[src/rtl/cache_pkg.sv]
// Shared cache-subsystem types and default geometry used by the fill controller
// and the cache modules it pairs with.
package cache_pkg;

    localparam int unsigned DEF_SIZE_BLOCK = 32;
    localparam int unsigned DEF_BIT_TOTAL  = 24;
    localparam int unsigned DEF_BIT_INDEX  = 6;

    typedef enum logic [2:0] {
        ST_IDLE,
        ST_LOOKUP,
        ST_CHECK,
        ST_MEM_REQ,
        ST_MEM_WAIT,
        ST_FILL,
        ST_RESP
    } cache_fill_state_t;

endpackage

[src/rtl/cache_fill_ctrl.sv]
// Read-miss controller: probes the cache, fetches missing blocks over an Avalon-MM
// pipelined read master, fills the cache and returns the block to the client.
module cache_fill_ctrl
    import cache_pkg::*;
#(
    parameter  int unsigned SIZE_BLOCK = DEF_SIZE_BLOCK,
    parameter  int unsigned BIT_TOTAL  = DEF_BIT_TOTAL,
    localparam int unsigned BIT_OFF    = $clog2(SIZE_BLOCK / 8),
    localparam int unsigned BIT_MEM    = BIT_TOTAL + BIT_OFF
) (
    input  logic                  i_clk,
    input  logic                  i_rst,
    input  logic                  i_req_valid,
    output logic                  o_req_ready,
    input  logic [BIT_TOTAL-1:0]  i_req_addr,
    output logic                  o_resp_valid,
    input  logic                  i_resp_ready,
    output logic [SIZE_BLOCK-1:0] o_resp_data,
    output logic                  o_cache_en,
    output logic                  o_cache_wrt,
    output logic [BIT_TOTAL-1:0]  o_cache_addr,
    output logic [SIZE_BLOCK-1:0] o_cache_data,
    input  logic [SIZE_BLOCK-1:0] i_cache_data,
    input  logic                  i_cache_success,
    output logic                  o_mem_read,
    output logic [BIT_MEM-1:0]    o_mem_addr,
    input  logic                  i_mem_waitrequest,
    input  logic [SIZE_BLOCK-1:0] i_mem_readdata,
    input  logic                  i_mem_readdatavalid,
    output logic [31:0]           o_hit_cnt,
    output logic [31:0]           o_miss_cnt
);

    cache_fill_state_t       state_q, state_d;
    logic [BIT_TOTAL-1:0]    addr_q, addr_d;
    logic [SIZE_BLOCK-1:0]   data_q, data_d;
    logic [31:0]             hit_cnt_q, hit_cnt_d;
    logic [31:0]             miss_cnt_q, miss_cnt_d;
    logic                    req_ready_q, resp_valid_q;
    logic                    cache_en_q, cache_wrt_q, mem_read_q;

    // Next-state and datapath updates; cache and memory responses only matter in their own states
    always_comb begin
        state_d    = state_q;
        addr_d     = addr_q;
        data_d     = data_q;
        hit_cnt_d  = hit_cnt_q;
        miss_cnt_d = miss_cnt_q;
        unique case (state_q)
            ST_IDLE: begin
                if (i_req_valid) begin
                    addr_d  = i_req_addr;
                    state_d = ST_LOOKUP;
                end
            end
            ST_LOOKUP: state_d = ST_CHECK;
            ST_CHECK: begin
                if (i_cache_success) begin
                    data_d    = i_cache_data;
                    hit_cnt_d = hit_cnt_q + 32'd1;
                    state_d   = ST_RESP;
                end else begin
                    miss_cnt_d = miss_cnt_q + 32'd1;
                    state_d    = ST_MEM_REQ;
                end
            end
            ST_MEM_REQ: begin
                if (!i_mem_waitrequest) state_d = ST_MEM_WAIT;
            end
            ST_MEM_WAIT: begin
                if (i_mem_readdatavalid) begin
                    data_d  = i_mem_readdata;
                    state_d = ST_FILL;
                end
            end
            ST_FILL: state_d = ST_RESP;
            ST_RESP: begin
                if (i_resp_ready) state_d = ST_IDLE;
            end
            default: state_d = ST_IDLE;
        endcase
    end

    // Strobes are registered from the next state so they line up with the state they belong to
    always_ff @(posedge i_clk) begin
        if (i_rst) begin
            state_q      <= ST_IDLE;
            addr_q       <= '0;
            data_q       <= '0;
            hit_cnt_q    <= '0;
            miss_cnt_q   <= '0;
            req_ready_q  <= 1'b1;
            resp_valid_q <= 1'b0;
            cache_en_q   <= 1'b0;
            cache_wrt_q  <= 1'b0;
            mem_read_q   <= 1'b0;
        end else begin
            state_q      <= state_d;
            addr_q       <= addr_d;
            data_q       <= data_d;
            hit_cnt_q    <= hit_cnt_d;
            miss_cnt_q   <= miss_cnt_d;
            req_ready_q  <= (state_d == ST_IDLE);
            resp_valid_q <= (state_d == ST_RESP);
            cache_en_q   <= (state_d == ST_LOOKUP) || (state_d == ST_FILL);
            cache_wrt_q  <= (state_d == ST_FILL);
            mem_read_q   <= (state_d == ST_MEM_REQ);
        end
    end

    assign o_req_ready  = req_ready_q;
    assign o_resp_valid = resp_valid_q;
    assign o_resp_data  = data_q;
    assign o_cache_en   = cache_en_q;
    assign o_cache_wrt  = cache_wrt_q;
    assign o_cache_addr = addr_q;
    assign o_cache_data = data_q;
    assign o_mem_read   = mem_read_q;
    assign o_mem_addr   = BIT_MEM'(addr_q) << BIT_OFF;
    assign o_hit_cnt    = hit_cnt_q;
    assign o_miss_cnt   = miss_cnt_q;

endmodule

[config.mk]
export PLATFORM = sky130hd
export DESIGN_NAME = cache_fill_ctrl
export DESIGN_NICKNAME = d
export VERILOG_FILES = /design/src/rtl/cache_pkg.sv /design/src/rtl/cache_fill_ctrl.sv
export SDC_FILE = /design/constraint.sdc
export NUM_CORES = 1
export LEC_CHECK = 0
export CAP_MARGIN = 30
export CORE_ASPECT_RATIO = 0.75
export CORE_UTILIZATION = 38
export DETAILED_ROUTE_END_ITERATION = 6
export PLACE_DENSITY = 0.83
export SYNTH_ARGS = -nofsm -noshare
export SYNTH_HDL_FRONTEND = slang
export SYNTH_SLANG_ARGS = --single-unit
[constraint.sdc]
create_clock -name i_clk -period 3.57 [get_ports i_clk]
set_input_delay 0.357 -clock i_clk [delete_from_list [all_inputs] [get_ports i_clk]]
set_output_delay 0.357 -clock i_clk [all_outputs]
set_load 0.02 [all_outputs]
==> results of run 1 <==
[flip-flops by register name (all words and copies together) (netlist names)]
signal,count
o_req_ready,1
o_cache_data,32
o_cache_en,1
o_hit_cnt,32
o_mem_read,1
o_miss_cnt,32
state_q,3
o_resp_valid,1
o_cache_wrt,1
o_cache_addr,24
[power groups by stage]
stage                     clock [mW]  combinational (mW)  sequential, mW
final                           1.75               0.990            1.61
after detailed placement           0               0.998            1.64
after floorplan                    0               0.501            1.72
after global routing            1.85                1.06            1.62
after global placement             0               0.984            1.64
after CTS                       1.79                1.00            1.61
[how the worst max path moves through the flow]
| stage | to | cells after the start |
|---|---|---|
| 2_1_floorplan | o_miss_cnt[26]$_SDFFE_PP0P_ | 6 |
| 5_1_grt | o_miss_cnt[30]$_SDFFE_PP0P_ | 4 |
| 3_3_place_gp | o_hit_cnt[24]$_SDFFE_PP0P_ | 6 |
| 6_report | o_miss_cnt[30]$_SDFFE_PP0P_ | 4 |
| 3_5_place_dp | o_hit_cnt[18]$_SDFFE_PP0P_ | 6 |
| 4_1_cts | o_miss_cnt[30]$_SDFFE_PP0P_ | 4 |
[through the flow]
stage / power (mW) / util (%) / setup slack, ps / instances / cell area [µm²]
2_1_floorplan: 2.22 / - / 1470 / 710 / 6110
3_3_place_gp: 2.62 / 55.4 / 898 / 1095 / 8560
3_5_place_dp: 2.64 / 55.5 / 833 / 1096 / 8590
4_1_cts: 4.41 / 59.5 / 1160 / 1128 / 9200
5_1_grt: 4.54 / 59.5 / 904 / 1128 / 9200
6_report: 4.35 / 59.5 / 1060 / 1128 / 9200
[layout make-up]
| class | instances | area [µm²] | area share, % |
|---|---|---|---|
| inverters | 9 | 33.8 | 0.367 |
| clock inverters | 8 | 103 | 1.12 |
| repair buffers | 284 | 2840 | 30.9 |
| well taps | 205 | 256 | 2.79 |
| clock buffers | 24 | 502 | 5.46 |
| flip-flops and latches | 128 | 2560 | 27.9 |
| multi-input cells | 470 | 2900 | 31.6 |
[critical path, stage by stage, from the launching register on]
cell                      delay (ps)
sky130_fd_sc_hd__dfxtp_1         490
sky130_fd_sc_hd__nor2b_1         690
sky130_fd_sc_hd__nand4_1         440
sky130_fd_sc_hd__nor4_1          410
sky130_fd_sc_hd__mux2_2          370
[cell usage in the layout, fill, tap and decap left out, drive strengths merged, types with 4 or more instances in the layout]
cell / n
clkdlybuf4s50: 274
dfxtp: 128
nand2: 71
a21oi: 67
nor2: 59
mux2i: 33
a211oi: 32
clkbuf: 24
or4: 23
o31ai: 22
nand3: 21
nand4: 21
o21ai: 12
or3: 11
xor2: 11
buf: 10
inv: 9
nor2b: 9
and4: 9
nor4: 9
xnor2: 7
mux2: 7
and3: 6
nor3: 6
and2: 5
a21o: 4
clkinv: 4
[cells by family after synthesis]
logic type / share of synthesized area, %
AO/OA/AOI/OAI: 14.3
XOR/XNOR: 2.58
adder cells (fa/ha/maj): 0.410
buffers and inverters: 10.7
flip-flops: 42.0
multiplexers: 6.71
other: 0.0615
AND/OR/NAND/NOR: 23.2
[metal layers]
layer | GRT usage (%) | wire length (µm) | up-vias
met1 | 24.8 | 7180 | 2714
met2 | 35.9 | 8390 | 233
met4 | 6.94 | 208 | 0
met3 | 7.01 | 1480 | 16
met5 | 0 | 0 | -
li1 | - | - | 2892
==> impl_summary.txt, run 1 <==
----------------------------------------------------
[Critical path]
  Beginning of the critical path ... state_q[1]$_SDFF_PP0_
  Start-to-end type of the worst setup path ... register to register
  Worst reg-to-reg path cell count ... 4
  Endpoint type of the worst setup path ... register
  Required time at the endpoint of the critical path ... approximately 3900 ps
  Worst R2R End ... o_miss_cnt[30]$_SDFFE_PP0P_
  Reg2reg setup slack ... about 1100 ps
  RR Startpoint ... state_q[1]$_SDFF_PP0_
  Crit Path Max Fanout ... 11
  Worst endpoint data arrival time ... between 2000 and 3000 ps
  Type of element launching the critical path ... register

[Placement]
  Weighted congestion at the end of routability-driven global placement ... 0.864
  Sum of net half-perimeters after detailed placement ... 12.7 mm
  Count of port buffers added during placement ... 275

[Clock tree]
  Post-cts sizing count ... 0
  TritonCTS clock tree ... built
  Clock sink count ... 128
  Maximum count of clock buffers along a single path ... 2
  Clk Latency, worst-skew pair ... roughly 410 ps
  Clock transition at the register clock pins on the worst setup and hold paths after CTS ... approximately 60 ps
  Number of buffers created by CTS ... 17
  Cell at the root of the clock tree ... sky130_fd_sc_hd__clkbuf_16
  CTS hold repair buffers ... 0
  Post-CTS Repair Setup Buffers ... 0
  H-Tree Level Count ... 4

[Power and ir drop]
  Sw Ratio ... around 28%
  Comb power frac ... 22.8%
  Share of total power in sequential cells ... 37.0%
  Cell-internal power ... 3.13 mW
  Pwr Density ... 473 mW/mm²
  Switching Power ... 1.22 mW
  Pleak ... 3.05 nW
  Largest voltage drop on the vdd net ... 273 µV
  Share of power burned in the clock network ... 40.2%

[Detailed routing]
  Post-DR vias/cell ... 5.19
  Total via count in the routed design ... between 5000 and 6000
  Number of nets with antenna violations after detailed routing ... 0
  DRT iter0 DRCs ... 299
  Routed wirelength normalized by instance count ... 15.3 µm
  # DRC ... 0
  First-pass DRT Iterations ... 4
  Total length of routed wires ... 17.3 mm

[Yosys]
  Number of synthesized flops with an enable pin ... 0
  Number of standard cells after synthesis ... 709
  Average cell area after synthesis ... 8.61 µm²
  Largest area contributor in the netlist ... sky130_fd_sc_hd__dfxtp_1
  Top cells by area in the synthesized netlist ... sky130_fd_sc_hd__dfxtp_1 (42%), sky130_fd_sc_hd__buf_4 (7.1%), sky130_fd_sc_hd__a21oi_1 (5.5%), sky130_fd_sc_hd__mux2i_1 (5.4%), sky130_fd_sc_hd__nand2_1 (4.4%)
  Top-count cell post-synth ... sky130_fd_sc_hd__dfxtp_1
  Count of different cell masters after synthesis ... 47
  Summed instance area of the synthesized netlist ... about 0.0061 mm²
  Asr flop ratio synth ... 0%
  Most frequent cells after synthesis ... sky130_fd_sc_hd__dfxtp_1 (128), sky130_fd_sc_hd__nand2_1 (71), sky130_fd_sc_hd__a21oi_1 (67)
  Total of flip-flops plus latches after synthesis ... 128
  Leading register cell type out of synthesis ... sky130_fd_sc_hd__dfxtp_1
  Sequential share of the synthesized area ... 42.0%
  Yosys Warn Count ... 0
  Share of the synthesized area in the top cell type ... 42.0%

[Floorplan]
  Die height ... 112 µm
  Area of the core region ... 0.0155 mm²
  Initial Utilization ... 39.4%
  Die area ... 0.0166 mm²
  Number of core rows ... 39
  Number of top-level pins ... 278
  Horizontal extent of the die ... 148 µm

[STA]
  Number of max-slew violations in the final report ... 0
  Share of the clock period used by the worst path after layout ... 70.4%
  F_max ... 398 MHz
  Worst-margin pin slew ... 844 ps
  Worst Hold Margin ... around 390 ps
  Endpoints failing setup ... 0
  Fin. Hold Viols ... 0
  Post-Route Skew ... 7.55 ps
  Max_slew headroom ... 43.7%
  Fin Setup TNS ... 0 ps
  Crit path time final ... ~2500 ps
  Setup repair after global routing missed its margin ... no

[Min path]
  Launch point of the worst hold path ... i_rst
  Hold path depth ... 2
  Capture endpoint of the worst hold path ... o_miss_cnt[27]$_SDFFE_PP0P_
  Hold WC Path Type ... input port to register

[Cells and area]
  Net total in the final layout ... 1007
  Final-layout fill cell count ... 1330
  Fraction of layout instances using a drive strength above 1 ... just over 6%
  Layout area overhead ... 50.7%
  Diodes inserted ... 0

[Global routing]
  Global-route wire length before repair ... 27.6 mm
  Antenna violations before repair ... 0
  Overflow after GRT ... 0
  Pin count of the biggest net entering global routing ... 68
  Total routing usage reported by global routing ... 21.1%
  Via count of the first global-routing pass ... 5414

[Run]
  Max-cap violation count ... 0

[Outcome]
  Run status ... finished clean

----------------------------------------------------
(Power assumes the default switching activity.)
==> run 2: changes to the inputs <==
==> constraint.sdc (replaced) <==
create_clock -name i_clk -period 2.6 [get_ports i_clk]
set_input_delay 0.26 -clock i_clk [delete_from_list [all_inputs] [get_ports i_clk]]
set_output_delay 0.26 -clock i_clk [all_outputs]
set_load 0.02 [all_outputs]
==> run 2 against run 1 <==
Clock-buffer cell count is 2 lower. Hold slack worse by 32 ps. Combinational power is 40% higher. Wire length shrank 0.89%. Flip-flop and latch count unchanged. Register-to-register slack worse by 710 ps. Critical path type unchanged.
==> impl_summary.txt, run 2 (synthesis results as in run 1) <==
----------------------------------------------------
[Outcome]
  Run status ... finished clean

[STA]
  F_max ... 443 MHz (+11%)
  Worst Hold Margin ... 355 ps (-32.4 ps)
  Post-Route Skew ... 10.5 ps (+2.93 ps)
  Setup repair after global routing missed its margin ... no
  Endpoints failing setup ... 0 (unchanged)
  Crit path time final ... 2260 ps (-259 ps)
  Fin Setup TNS ... 0 ps (unchanged)
  Fin. Hold Viols ... 0 (unchanged)
  Number of max-slew violations in the final report ... 0 (unchanged)
  Max_slew headroom ... 42.6% (-1.1 points)
  Worst-margin pin slew ... 861 ps (+16.4 ps)
  Share of the clock period used by the worst path after layout ... 86.7% (+16 points)

[Critical path]
  Required time at the endpoint of the critical path ... 2890 ps (-990 ps)
  Crit Path Max Fanout ... 19 (+8)
  Type of element launching the critical path ... register
  Endpoint type of the worst setup path ... register
  Slowest cell on crit path ... sky130_fd_sc_hd__or4_1
  Buffers & Inverters on Critical Path ... 0 (unchanged)
  Top cell family by delay on the critical path ... simple AND/OR/NAND/NOR gates
  Worst endpoint data arrival time ... 2550 ps (-270 ps)
  Cell chain of the critical path ... nand4_1, or4_1, nor4_1, mux2_2
  Start-to-end type of the worst setup path ... register to register
  Max incr delay on CP ... 770 ps (+80 ps)

[Global routing]
  Overflow after GRT ... 0 (unchanged)
  Via count of the first global-routing pass ... 5362 (-0.96%)
  Antenna violations before repair ... 0 (unchanged)
  Total routing usage reported by global routing ... 20.4% (-0.74 points)
  Pin count of the biggest net entering global routing ... 65 (-4.4%)
  Global-route wire length before repair ... 26.7 mm (-3.2%)

[Clock tree]
  Clock transition at the register clock pins on the worst setup and hold paths after CTS ... 50 ps (about the same)
  Maximum count of clock buffers along a single path ... 2 (unchanged)
  CTS hold repair buffers ... 0 (unchanged)
  TritonCTS clock tree ... built
  Post-CTS Repair Setup Buffers ... 0 (unchanged)
  Clock sink count ... 128 (unchanged)
  Post-cts sizing count ... 0 (unchanged)
  Cell at the root of the clock tree ... sky130_fd_sc_hd__clkbuf_16
  Clk Latency, worst-skew pair ... 410 ps (about the same)
  Number of buffers created by CTS ... 17 (unchanged)
  H-Tree Level Count ... 4 (unchanged)

[Floorplan]
  Area of the core region ... 0.0155 mm² (unchanged)
  Initial Utilization ... 39.4% (unchanged)
  Die area ... 0.0166 mm² (unchanged)
  Number of top-level pins ... 278 (unchanged)
  Die height ... 112 µm (unchanged)
  Horizontal extent of the die ... 148 µm (unchanged)
  Number of core rows ... 39 (unchanged)

[Power and ir drop]
  Pwr Density ... 635 mW/mm² (+34%)
  Pleak ... 3.06 nW (+0.53%)
  Largest voltage drop on the vdd net ... 394 µV (+44%)

[Detailed routing]
  Total via count in the routed design ... 5816 (-0.67%)
  Number of nets with antenna violations after detailed routing ... 0 (unchanged)
  First-pass DRT Iterations ... 4 (unchanged)
  # DRC ... 0 (unchanged)
  Total length of routed wires ... 17.1 mm (-0.89%)
  Routed wirelength normalized by instance count ... 15.1 µm (-1.2%)
  Post-DR vias/cell ... 5.14 (-1.0%)
  DRT iter0 DRCs ... 285 (-4.7%)

[Cells and area]
  Layout area overhead ... 51.0%
  Final-layout fill cell count ... 1329 (-0.075%)
  Most frequent standard cell in the layout excluding fill and tap cells ... sky130_fd_sc_hd__clkdlybuf4s50_1
  Fraction of layout instances using a drive strength above 1 ... 6.36% (+0.30 points)
  Final instance count without filler cells ... 1132 (+0.35%)
  Diodes inserted ... 0 (unchanged)
  Net total in the final layout ... 1014 (+0.70%)
  Commonest non-fill, non-tap cells in the layout ... sky130_fd_sc_hd__clkdlybuf4s50_1 (274), sky130_fd_sc_hd__dfxtp_1 (128), sky130_fd_sc_hd__nand2_1 (71)

[Placement]
  Cell count after placement ... 1103 (+0.64%)
  Weighted congestion at the end of routability-driven global placement ... 0.848 (-1.8%)
  Sum of net half-perimeters after detailed placement ... 12.7 mm (about the same)
  Count of port buffers added during placement ... 275 (unchanged)

[Min path]
  Hold WC Path Type ... input port to register

[Run]
  Max-cap violation count ... 0 (unchanged)

----------------------------------------------------
[run 2: metal layers]
layer	routed length (µm)	vias to the layer above	global-route usage [%]	share of wire (%)
met2	8440	216	35.4	49
li1	-	2911	-	-
met1	7140	2676	23.7	42
met4	166	0	6.19	0.97
met3	1360	13	6.52	8.0
met5	0	-	0	0
[run 2: metrics by stage]
step | setup WS, ps | cell area (µm²) | power (mW) | util, %
after floorplan | 498 | 6110 | 3.05 | -
after global placement | 205 | 8660 | 3.63 | 56.0
after detailed placement | 133 | 8660 | 3.65 | 56.0
after CTS | 355 | 9210 | 5.91 | 59.6
after global routing | 251 | 9210 | 6.10 | 59.6
final | 345 | 9210 | 5.85 | 59.6
[run 2: cell type report]
cell class | instances | area [µm²] | area share, %
Timing Repair Buffer | 291 | 2910 | 31.6
Multi-Input combinational cell | 470 | 2900 | 31.5
Sequential cell | 128 | 2560 | 27.8
Clock buffer | 22 | 464 | 5.04
Tap cell | 205 | 256 | 2.78
Clock inverter | 7 | 87.6 | 0.951
Inverter | 9 | 33.8 | 0.367
[run 2: final timing paths]
path                            slack [ps]                            end                           from  cells after the start
worst min-delay path                   360      o_hit_cnt[5]$_SDFFE_PP0P_                          i_rst                      2
worst min register to register         470  o_cache_addr[12]$_SDFFE_PP0P_  o_cache_addr[12]$_SDFFE_PP0P_                      2
worst max-delay path                   340     o_hit_cnt[31]$_SDFFE_PP0P_     o_hit_cnt[15]$_SDFFE_PP0P_                      4
worst max register to register         340     o_hit_cnt[31]$_SDFFE_PP0P_     o_hit_cnt[15]$_SDFFE_PP0P_                      4
[run 2: power breakdown]
group	internal, mW	switching (mW)
sequential	2.10	0.104
clock	1.44	0.817
combinational	0.683	0.712
